==> src/rtl/mdu_pkg.sv <==
// mdu_pkg: shared types and constants for the HI/LO multiply/divide unit.
// Holds the op encoding, FSM states, parameter defaults and the
// divide-by-zero quotient fill value.
package mdu_pkg;

   localparam int MDU_WIDTH_DEFAULT   = 32;
   localparam int MDU_MUL_LAT_DEFAULT = 2;

   // Every quotient bit reads as one on a divide by zero; HI returns the dividend.
   localparam logic DIV0_QUOT_BIT = 1'b1;

   typedef enum logic [2:0] {
      OP_MULT  = 3'd0,
      OP_MULTU = 3'd1,
      OP_DIV   = 3'd2,
      OP_DIVU  = 3'd3,
      OP_MADD  = 3'd4,
      OP_MADDU = 3'd5,
      OP_MSUB  = 3'd6,
      OP_MSUBU = 3'd7
   } mdu_op_e;

   typedef enum logic [1:0] {
      ST_IDLE = 2'd0,
      ST_MUL  = 2'd1,
      ST_DIV  = 2'd2
   } mdu_state_e;

endpackage

==> src/rtl/div_radix2.sv <==
// div_radix2: iterative radix-2 restoring divider on unsigned operands.
// load starts a new division; done rises after WIDTH iterations and stays
// high until the next load. Sign handling belongs to the caller.
module div_radix2
   import mdu_pkg::*;
#(
   parameter int WIDTH = MDU_WIDTH_DEFAULT
) (
   input  logic             clk,
   input  logic             rst,
   input  logic             load,
   input  logic [WIDTH-1:0] dividend,
   input  logic [WIDTH-1:0] divisor,
   output logic             done,
   output logic [WIDTH-1:0] quotient,
   output logic [WIDTH-1:0] remainder
);
   localparam int CW = $clog2(WIDTH + 1);
   localparam logic [CW-1:0] LAST_ITER = CW'(WIDTH - 1);

   logic [WIDTH-1:0] r_quo;
   logic [WIDTH-1:0] r_rem;
   logic [WIDTH-1:0] r_div;
   logic [CW-1:0]    r_cnt;
   logic             r_active;
   logic             r_done;
   logic [WIDTH:0]   w_shifted;
   logic [WIDTH:0]   w_trial;

   assign w_shifted = {r_rem, r_quo[WIDTH-1]};
   assign w_trial   = w_shifted - {1'b0, r_div};

   // One quotient bit per edge: keep the trial difference unless it borrowed.
   always_ff @(posedge clk) begin
      if (rst) begin
         r_quo    <= '0;
         r_rem    <= '0;
         r_div    <= '0;
         r_cnt    <= '0;
         r_active <= 1'b0;
         r_done   <= 1'b0;
      end else if (load) begin
         r_quo    <= dividend;
         r_rem    <= '0;
         r_div    <= divisor;
         r_cnt    <= '0;
         r_active <= 1'b1;
         r_done   <= 1'b0;
      end else if (r_active) begin
         if (!w_trial[WIDTH]) begin
            r_rem <= w_trial[WIDTH-1:0];
            r_quo <= {r_quo[WIDTH-2:0], 1'b1};
         end else begin
            r_rem <= w_shifted[WIDTH-1:0];
            r_quo <= {r_quo[WIDTH-2:0], 1'b0};
         end
         r_cnt <= r_cnt + 1'b1;
         if (r_cnt == LAST_ITER) begin
            r_active <= 1'b0;
            r_done   <= 1'b1;
         end
      end
   end

   assign done      = r_done;
   assign quotient  = r_quo;
   assign remainder = r_rem;

endmodule

==> src/rtl/mul_div_unit.sv <==
// mul_div_unit: multi-cycle HI/LO multiply/divide engine for the execute stage.
// Multiplies run through MUL_LAT product registers; divides use div_radix2
// on absolute values with the sign fix-up done on the way into HI/LO.
// Build option: define MDU_MADD_EN to enable MADD/MADDU/MSUB/MSUBU (ops 4-7).
module mul_div_unit
   import mdu_pkg::*;
#(
   parameter int WIDTH   = MDU_WIDTH_DEFAULT,
   parameter int MUL_LAT = MDU_MUL_LAT_DEFAULT
) (
   input  logic             clk,
   input  logic             rst,
   input  logic             start,
   input  logic [2:0]       op,
   input  logic [WIDTH-1:0] a,
   input  logic [WIDTH-1:0] b,
   input  logic [WIDTH-1:0] hi_i,
   input  logic [WIDTH-1:0] lo_i,
   input  logic             flush,
   output logic             busy,
   output logic             valid,
   output logic [WIDTH-1:0] hi_o,
   output logic [WIDTH-1:0] lo_o
);
   localparam int W2 = 2 * WIDTH;
   localparam int CW = $clog2(MUL_LAT + 2);

   mdu_op_e          w_op;
   mdu_state_e       r_state;
   mdu_state_e       w_nextState;
   logic             w_isMulOp;
   logic             w_isDivOp;
   logic             w_isSigned;
   logic             w_acceptMul;
   logic             w_acceptDiv;
   logic             w_commitMul;
   logic             w_commitDiv;
   logic [W2-1:0]    w_extA;
   logic [W2-1:0]    w_extB;
   logic [W2-1:0]    w_product;
   logic [W2-1:0]    w_mulResult;
   logic [W2-1:0]    r_pipe [MUL_LAT];
   logic [CW-1:0]    r_mulCnt;
   logic [CW-1:0]    w_mulLast;
   logic [WIDTH-1:0] w_absA;
   logic [WIDTH-1:0] w_absB;
   logic [WIDTH-1:0] w_quoRaw;
   logic [WIDTH-1:0] w_remRaw;
   logic [WIDTH-1:0] w_quoFix;
   logic [WIDTH-1:0] w_remFix;
   logic             w_divDone;
   logic             r_negQuo;
   logic             r_negRem;
   logic             r_divZero;
   logic [WIDTH-1:0] r_dividend;
   logic             r_valid;
   logic [WIDTH-1:0] r_hi;
   logic [WIDTH-1:0] r_lo;

   assign w_op       = mdu_op_e'(op);
   assign w_isDivOp  = (w_op == OP_DIV) || (w_op == OP_DIVU);
   assign w_isSigned = (w_op == OP_MULT) || (w_op == OP_DIV) ||
                       (w_op == OP_MADD) || (w_op == OP_MSUB);

   assign w_extA    = w_isSigned ? {{WIDTH{a[WIDTH-1]}}, a} : {{WIDTH{1'b0}}, a};
   assign w_extB    = w_isSigned ? {{WIDTH{b[WIDTH-1]}}, b} : {{WIDTH{1'b0}}, b};
   assign w_product = w_extA * w_extB;

`ifdef MDU_MADD_EN
   logic [W2-1:0] r_accIn;
   logic [W2-1:0] r_accRes;
   logic          r_isAcc;
   logic          r_isSub;

   assign w_isMulOp = (w_op == OP_MULT) || (w_op == OP_MULTU) || op[2];

   // Latch {HI,LO} at start; the accumulate stage trails the product pipe by one edge.
   always_ff @(posedge clk) begin
      if (rst) begin
         r_accIn  <= '0;
         r_accRes <= '0;
         r_isAcc  <= 1'b0;
         r_isSub  <= 1'b0;
      end else begin
         if (w_acceptMul) begin
            r_accIn <= {hi_i, lo_i};
            r_isAcc <= op[2];
            r_isSub <= op[1];
         end
         r_accRes <= r_isSub ? (r_accIn - r_pipe[MUL_LAT-1]) : (r_accIn + r_pipe[MUL_LAT-1]);
      end
   end

   assign w_mulResult = r_isAcc ? r_accRes : r_pipe[MUL_LAT-1];
   assign w_mulLast   = r_isAcc ? CW'(MUL_LAT) : CW'(MUL_LAT - 1);
`else
   logic w_unusedAcc;

   assign w_isMulOp   = (w_op == OP_MULT) || (w_op == OP_MULTU);
   assign w_mulResult = r_pipe[MUL_LAT-1];
   assign w_mulLast   = CW'(MUL_LAT - 1);
   assign w_unusedAcc = ^{hi_i, lo_i};
`endif

   // State register; flush and reset both drop straight back to IDLE.
   always_ff @(posedge clk) begin
      if (rst) begin
         r_state <= ST_IDLE;
      end else begin
         r_state <= w_nextState;
      end
   end

   // Next state plus accept/commit strobes; flush beats both start and completion.
   always_comb begin
      w_nextState = r_state;
      w_acceptMul = 1'b0;
      w_acceptDiv = 1'b0;
      w_commitMul = 1'b0;
      w_commitDiv = 1'b0;
      if (flush) begin
         w_nextState = ST_IDLE;
      end else begin
         case (r_state)
            ST_IDLE: begin
               if (start && w_isMulOp) begin
                  w_acceptMul = 1'b1;
                  w_nextState = ST_MUL;
               end else if (start && w_isDivOp) begin
                  w_acceptDiv = 1'b1;
                  w_nextState = ST_DIV;
               end
            end
            ST_MUL: begin
               if (r_mulCnt == w_mulLast) begin
                  w_commitMul = 1'b1;
                  w_nextState = ST_IDLE;
               end
            end
            ST_DIV: begin
               if (w_divDone) begin
                  w_commitDiv = 1'b1;
                  w_nextState = ST_IDLE;
               end
            end
            default: w_nextState = ST_IDLE;
         endcase
      end
   end

   // Product pipe: stage 0 captures the product at start, later stages just shift.
   always_ff @(posedge clk) begin
      if (rst) begin
         for (int i = 0; i < MUL_LAT; i++) begin
            r_pipe[i] <= '0;
         end
      end else begin
         if (w_acceptMul) begin
            r_pipe[0] <= w_product;
         end
         for (int i = 1; i < MUL_LAT; i++) begin
            r_pipe[i] <= r_pipe[i-1];
         end
      end
   end

   // Counts edges spent in MUL so the commit lands exactly when the pipe is full.
   always_ff @(posedge clk) begin
      if (rst) begin
         r_mulCnt <= '0;
      end else if (w_acceptMul) begin
         r_mulCnt <= '0;
      end else if (r_state == ST_MUL) begin
         r_mulCnt <= r_mulCnt + 1'b1;
      end
   end

   assign w_absA = (w_isSigned && a[WIDTH-1]) ? -a : a;
   assign w_absB = (w_isSigned && b[WIDTH-1]) ? -b : b;

   // Remember the sign corrections and the raw dividend for the divide-by-zero case.
   always_ff @(posedge clk) begin
      if (rst) begin
         r_negQuo   <= 1'b0;
         r_negRem   <= 1'b0;
         r_divZero  <= 1'b0;
         r_dividend <= '0;
      end else if (w_acceptDiv) begin
         r_negQuo   <= w_isSigned && (a[WIDTH-1] ^ b[WIDTH-1]);
         r_negRem   <= w_isSigned && a[WIDTH-1];
         r_divZero  <= (b == '0);
         r_dividend <= a;
      end
   end

   div_radix2 #(
      .WIDTH(WIDTH)
   ) u_div (
      .clk      (clk),
      .rst      (rst),
      .load     (w_acceptDiv),
      .dividend (w_absA),
      .divisor  (w_absB),
      .done     (w_divDone),
      .quotient (w_quoRaw),
      .remainder(w_remRaw)
   );

   assign w_quoFix = r_divZero ? {WIDTH{DIV0_QUOT_BIT}} : (r_negQuo ? -w_quoRaw : w_quoRaw);
   assign w_remFix = r_divZero ? r_dividend : (r_negRem ? -w_remRaw : w_remRaw);

   // HI/LO result register with its one-cycle valid strobe; holds between commits.
   always_ff @(posedge clk) begin
      if (rst) begin
         r_valid <= 1'b0;
         r_hi    <= '0;
         r_lo    <= '0;
      end else begin
         r_valid <= w_commitMul || w_commitDiv;
         if (w_commitMul) begin
            r_hi <= w_mulResult[W2-1:WIDTH];
            r_lo <= w_mulResult[WIDTH-1:0];
         end else if (w_commitDiv) begin
            r_hi <= w_remFix;
            r_lo <= w_quoFix;
         end
      end
   end

   assign busy  = (r_state != ST_IDLE);
   assign valid = r_valid;
   assign hi_o  = r_hi;
   assign lo_o  = r_lo;

endmodule

==> config.mk <==
export PLATFORM = sky130hd
export DESIGN_NAME = mul_div_unit
export DESIGN_NICKNAME = d
export VERILOG_FILES = /design/src/rtl/mdu_pkg.sv /design/src/rtl/div_radix2.sv /design/src/rtl/mul_div_unit.sv
export SDC_FILE = /design/constraint.sdc
export NUM_CORES = 2
export LEC_CHECK = 0
export CAP_MARGIN = 20
export CORE_UTILIZATION = 57
export CTS_BUF_LIST = sky130_fd_sc_hd__clkbuf_4 sky130_fd_sc_hd__clkbuf_8
export DETAILED_ROUTE_END_ITERATION = 16
export DONT_BUFFER_PORTS = 1
export GPL_TIMING_DRIVEN = 0
export HOLD_SLACK_MARGIN = 0.08
export PLACE_DENSITY = 0.72
export SKIP_CTS_REPAIR_TIMING = 1
export SLEW_MARGIN = 20
export SYNTH_ARGS = -nofsm -noshare
export SYNTH_HDL_FRONTEND = slang
export SYNTH_HIERARCHICAL = 1
export SYNTH_SLANG_ARGS = --single-unit
==> constraint.sdc <==
create_clock -name clk -period 13.83 [get_ports clk]
set_clock_uncertainty 0.05 [all_clocks]
set_input_delay 2.0745 -clock clk [delete_from_list [all_inputs] [get_ports clk]]
set_output_delay 2.0745 -clock clk [all_outputs]
set_load 0.03 [all_outputs]
; ---- Word level (Yosys, flattened, before mapping)
; Memories as Yosys holds them, arrays and structs flattened.
; Index checks and enable logic that the tools add are counted.
[word_totals]
register_bits = 208
mem_bits_rw = 128
in_bits = 135
output_inout_bits = 66
wordCells = 106
n_memories = 1
[mem_list]
columns = memory, depth, width, read_ports, rd_clocked_by_memory_dff, write_ports, line_no
row1 = r_pipe, 2, 64, 2, 0, 2, mul_div_unit.sv:42  ; logic [W2-1:0] r_pipe [MUL_LAT];
[classes]
add_sub_neg = 7
mul = 1
n_eq_ne = 12
mux = 45
bitwise_logic = 3
reduce_logical = 22
[ops]
columns = operator, count
row1 = $mux 32, 13
row2 = $mux 64, 4
row3 = $neg 32->32, 4
row4 = $mul 64x64->64, 1
row5 = $sub 33x32->33, 1
row6 = $logic_not 32->1, 1
row7 = $mux 1, 23
row8 = $mux 2, 4
row9 = $add 6x1->6 const B, 1
row10 = $eq 3x2->1 const B, 2
row11 = $eq 3x3->1 const B, 2
row12 = $eq 6x5->1 const B, 1
row13 = $logic_or 1x1->1, 6
row14 = $pmux 2 s3, 1
row15 = $reduce_bool 2->1, 3
row16 = $reduce_or 2->1, 3
row17 = $logic_and 1x1->1, 5
row18 = $eq 2x1->1 const B, 2
row19 = $eq 3x1->1 const B, 1
row20 = $logic_not 3->1, 1
row21 = $ne 3x3->1 const B, 1
row22 = $reduce_and 3->1, 1
row23 = $add 2x1->2 const B, 1
row24 = $eq 2x2->1 const B, 1
row25 = other kinds (6), 7

; ---- Longest topological paths before layout
[depth]
word_depth = 10
ltp_mapped = 35
ltp_nobuf = 31

; ---- Hierarchy
; The synthesis kept the hierarchy.
[modules_own_cells]
columns = mod, n_inst, cells_each, area_per_inst_um2, seq_area_each_um2
row1 = mul_div_unit, 1, 6431, 59196.8, 5925.7
row2 = div_radix2, 1, 763, 6206.0, 2082.0

; ---- Least setup slack after synthesis
; No wires, ideal clock.
[synth_path]
path_type = in2reg
start = in a[31]
end = mem r_pipe[0][56] in the netlist's numbering, data pin
setup_ns = 0.262
arrival_time_ns = 10.642
t_required_ns = 13.518
setup_slack_ns = 2.876
path_stages = 32
n_path_buf = 4
cell_sequence = nor2b_1 clkbuf_1 clkbuf_1 buf_1 nand2_1 fa_1 inv_1 fa_1 inv_1 fa_1 inv_1 fa_1 inv_1 fa_1 fa_1 inv_1 fa_1 fa_1 fa_1 inv_1 fa_1 inv_1 ha_1 clkbuf_1 a21o_1 a21o_1 a21oi_1 o21ai_0 a21o_1 a221o_1 a31oi_2 mux2_1
[synth_lines]
columns = item, line_no
row1 = "start, declared", mul_div_unit.sv:15  ; input logic [WIDTH-1:0] a,
row2 = "end, declared", mul_div_unit.sv:42

==> impl_metrics.ini <==
[grt]
grt_max_degree = 35
grt_remaining_overflow = 0
grt_pass1_vias = 54970
track_usage_pct = 47.16
grt_pass1_wl_um = 383100
antenna_found_initial = 48

[floorplanning]
die_x_um = 340.7
design.die.area_sq_um = 116100
pin_count = 201
coreArea_sq_um = 113100
start_util_pct = 57.82
dieHeight_um = 340.7
row_count = 123

[clock_tree]
cts.clk_slew.worst_paths_ns = 0.06
tritoncts = done
clk_path_buf_depth = 3
cts_sinks = 336
clock_latency_ns = 0.65
htreeDepth = 2
numCtsBuffers = 54
cts_root_buf = clkbuf_8

[timing]
rsz0062_at_grt = false
worst_pin_slew_ns = 1.322
fin_crit_sh_pct = 93.92
period_minus_slack_ns = 12.99
finalSetupViolCount = 0
hold_violations = 0
slew_violations = 0
fmax_mhz = 76.99
fin_tns_setup_ns = 0
slew_headroom_pct = 11.84

[setup_path]
cp_max_fo = 10
required_ns = 14.20
crit_arrival_ns = 13.36
worst-setup-path-type = in2reg
start_kind = primary input
critPathCaptureType = register

[routing]
routed_wl_um = 268100
route.detailed.drc = 0
dr_total_vias = 53010
vias_per_cell = 5.950
firstDrtPassIters = 9
wl_per_cell_um = 30.09
antenna_left = 0
drtIter0Drc = 6400

[logic_synthesis]
synth_top_area_cell = fa_1
synth.top_cell.area_share_pct = 43.34
synthesis.area_sq_um = 65400
yosysWarningCount = 6
synth_edf_count = 128
synth-seq-area-share_pct = 12.24
synthDistinctLibCells = 79
ys_seq_elements = 336
synth_flop_cell = dfxtp_1
syn_area_per_cell_sq_um = 9.091
yosys-top-cells-area = fa_1, inv_1, ha_1
synthCells = 7194
async_flop_share_pct = 0

[cells_and_area]
layout_common_cells = inv_1, fa_1, nand2_1
nFillCells = 10170
final_common_cell = inv_1
area_growth_syn_to_layout_pct = 5.795
layout-drive-gt1-share_pct = 3.093
nets = 9229

[placed_design]
port_buffers = 0
place_congestion = 1.037
dp_hpwl_um = 222000

[run]
drv_cap = 0

[min_path]
min_path_type = reg2reg

[run_status]
outcome = finished clean
-- Yosys cell counts (all sizes together) (20+ instances only) --
cell type	number
a211oi	26
a21o	60
a21oi	288
and2	374
buf	72
clkbuf	332
dfxtp	208
edfxtp	128
fa	1416
ha	351
inv	1603
mux2i	104
nand2	981
nand2b	20
nand3	44
nand4	28
nor2	337
nor2b	85
nor3	42
o21a	23
o21ai	145
o31ai	33
xnor2	149
xor2	115
-- per-stage QoR --
stage / util [%] / worst slack, ns / std cells / hold WS, ns / instance area, sq um
CTS: 61.08 / 1.166 / 8871 / 0.4082 / 69090
global route: 61.12 / 0.6955 / 8888 / 0.4241 / 69140
detailed placement: 60.01 / 0.5599 / 8771 / 0.3997 / 67880
global placement: 59.69 / 0.08139 / 8757 / 0.3936 / 67520
floorplan: - / 2.876 / 7257 / 0.3860 / 65640
finish: 61.17 / 0.8409 / 8910 / 0.4086 / 69190
-- cells by family (layout without fill, tap and decap cells) --
kind of cell | Yosys count | count (layout) | share of synthesized area (%)
adders and majority gates | 1768 | 1768 | 50.07
other | 1 | 103 | 0.005734
muxes | 112 | 112 | 1.729
buffers and inverters | 2008 | 2122 | 11.58
AOI/OAI and AO/OA | 709 | 709 | 6.740
DFF | 336 | 336 | 12.24
and+or+nand+nor | 1996 | 1996 | 14.06
xor gates and xnor gates | 264 | 264 | 3.576
-- routing by layer --
layer  track usage, %  vias up  wire length [um]
met5                0        -               137
met4            30.36       18             20750
met3            15.41      893             34700
met2            70.15     3487            115600
met1            59.28    26810             96940
li1                 -    21800                 -
-- final timing paths --
| check | start | endpoint | slack [ns] | cells after the start |
|---|---|---|---|---|
| worst max-delay path | b[4] | r_pipe[0][63]$_SDFFCE_PN0P_ | 0.84 | 26 |
| worst max register to register | u_div/quotient[31]$_SDFFE_PP0P_ | u_div/quotient[0]$_SDFFE_PP0P_ | 10.09 | 13 |
| worst min register to register | r_dividend[25]$_SDFFE_PP0P_ | r_dividend[25]$_SDFFE_PP0P_ | 0.41 | 2 |
| worst min-delay path | r_dividend[25]$_SDFFE_PP0P_ | r_dividend[25]$_SDFFE_PP0P_ | 0.41 | 2 |
-- flip-flops by register name (all words and copies together) (netlist names) --
register         count
r_pipe             128
hi_o                32
lo_o                32
r_dividend          32
u_div/quotient      32
u_div/r_div         32
u_div/remainder     32
u_div/r_cnt          6
r_mulCnt             2
r_state              2
r_divZero            1
r_negQuo             1
r_negRem             1
u_div/done           1
u_div/r_active       1
valid                1
-- critical path: stages --
cell and delay, ns:
clkbuf_1 0.69, clkbuf_1 0.82, nand2_1 0.36, fa_1 0.73
inv_1 0.16, fa_1 0.55, fa_1 0.91, inv_1 0.29
fa_1 0.54, fa_1 0.51, inv_1 0.07, fa_1 0.49
fa_1 0.53, fa_1 0.46, fa_1 0.69, inv_1 0.11
fa_1 0.51, inv_1 0.04, ha_1 0.48, nand3_1 0.22
a211oi_1 0.32, a211oi_1 0.21, o21ai_1 0.55, a211oi_1 0.18
or4_1 0.53, a21oi_1 0.28
-- cell type report --
class / instances / area (sq um) / share of cell area [%]
Tap cell: 1500 / 1877 / 2.712
Antenna cell: 39 / 97.59 / 0.1410
Clock inverter: 21 / 207.7 / 0.3002
Multi-Input combinational cell: 4913 / 50080 / 72.38
Buffer: 404 / 1635 / 2.363
Clock buffer: 79 / 999.7 / 1.445
Inverter: 1604 / 6021 / 8.701
Sequential cell: 336 / 8008 / 11.57
Timing Repair Buffer: 14 / 265.3 / 0.3834
Power is left out: the tool's default activity adds up to more than one toggle a clock period on the data nets, which glitch-free logic cannot reach.
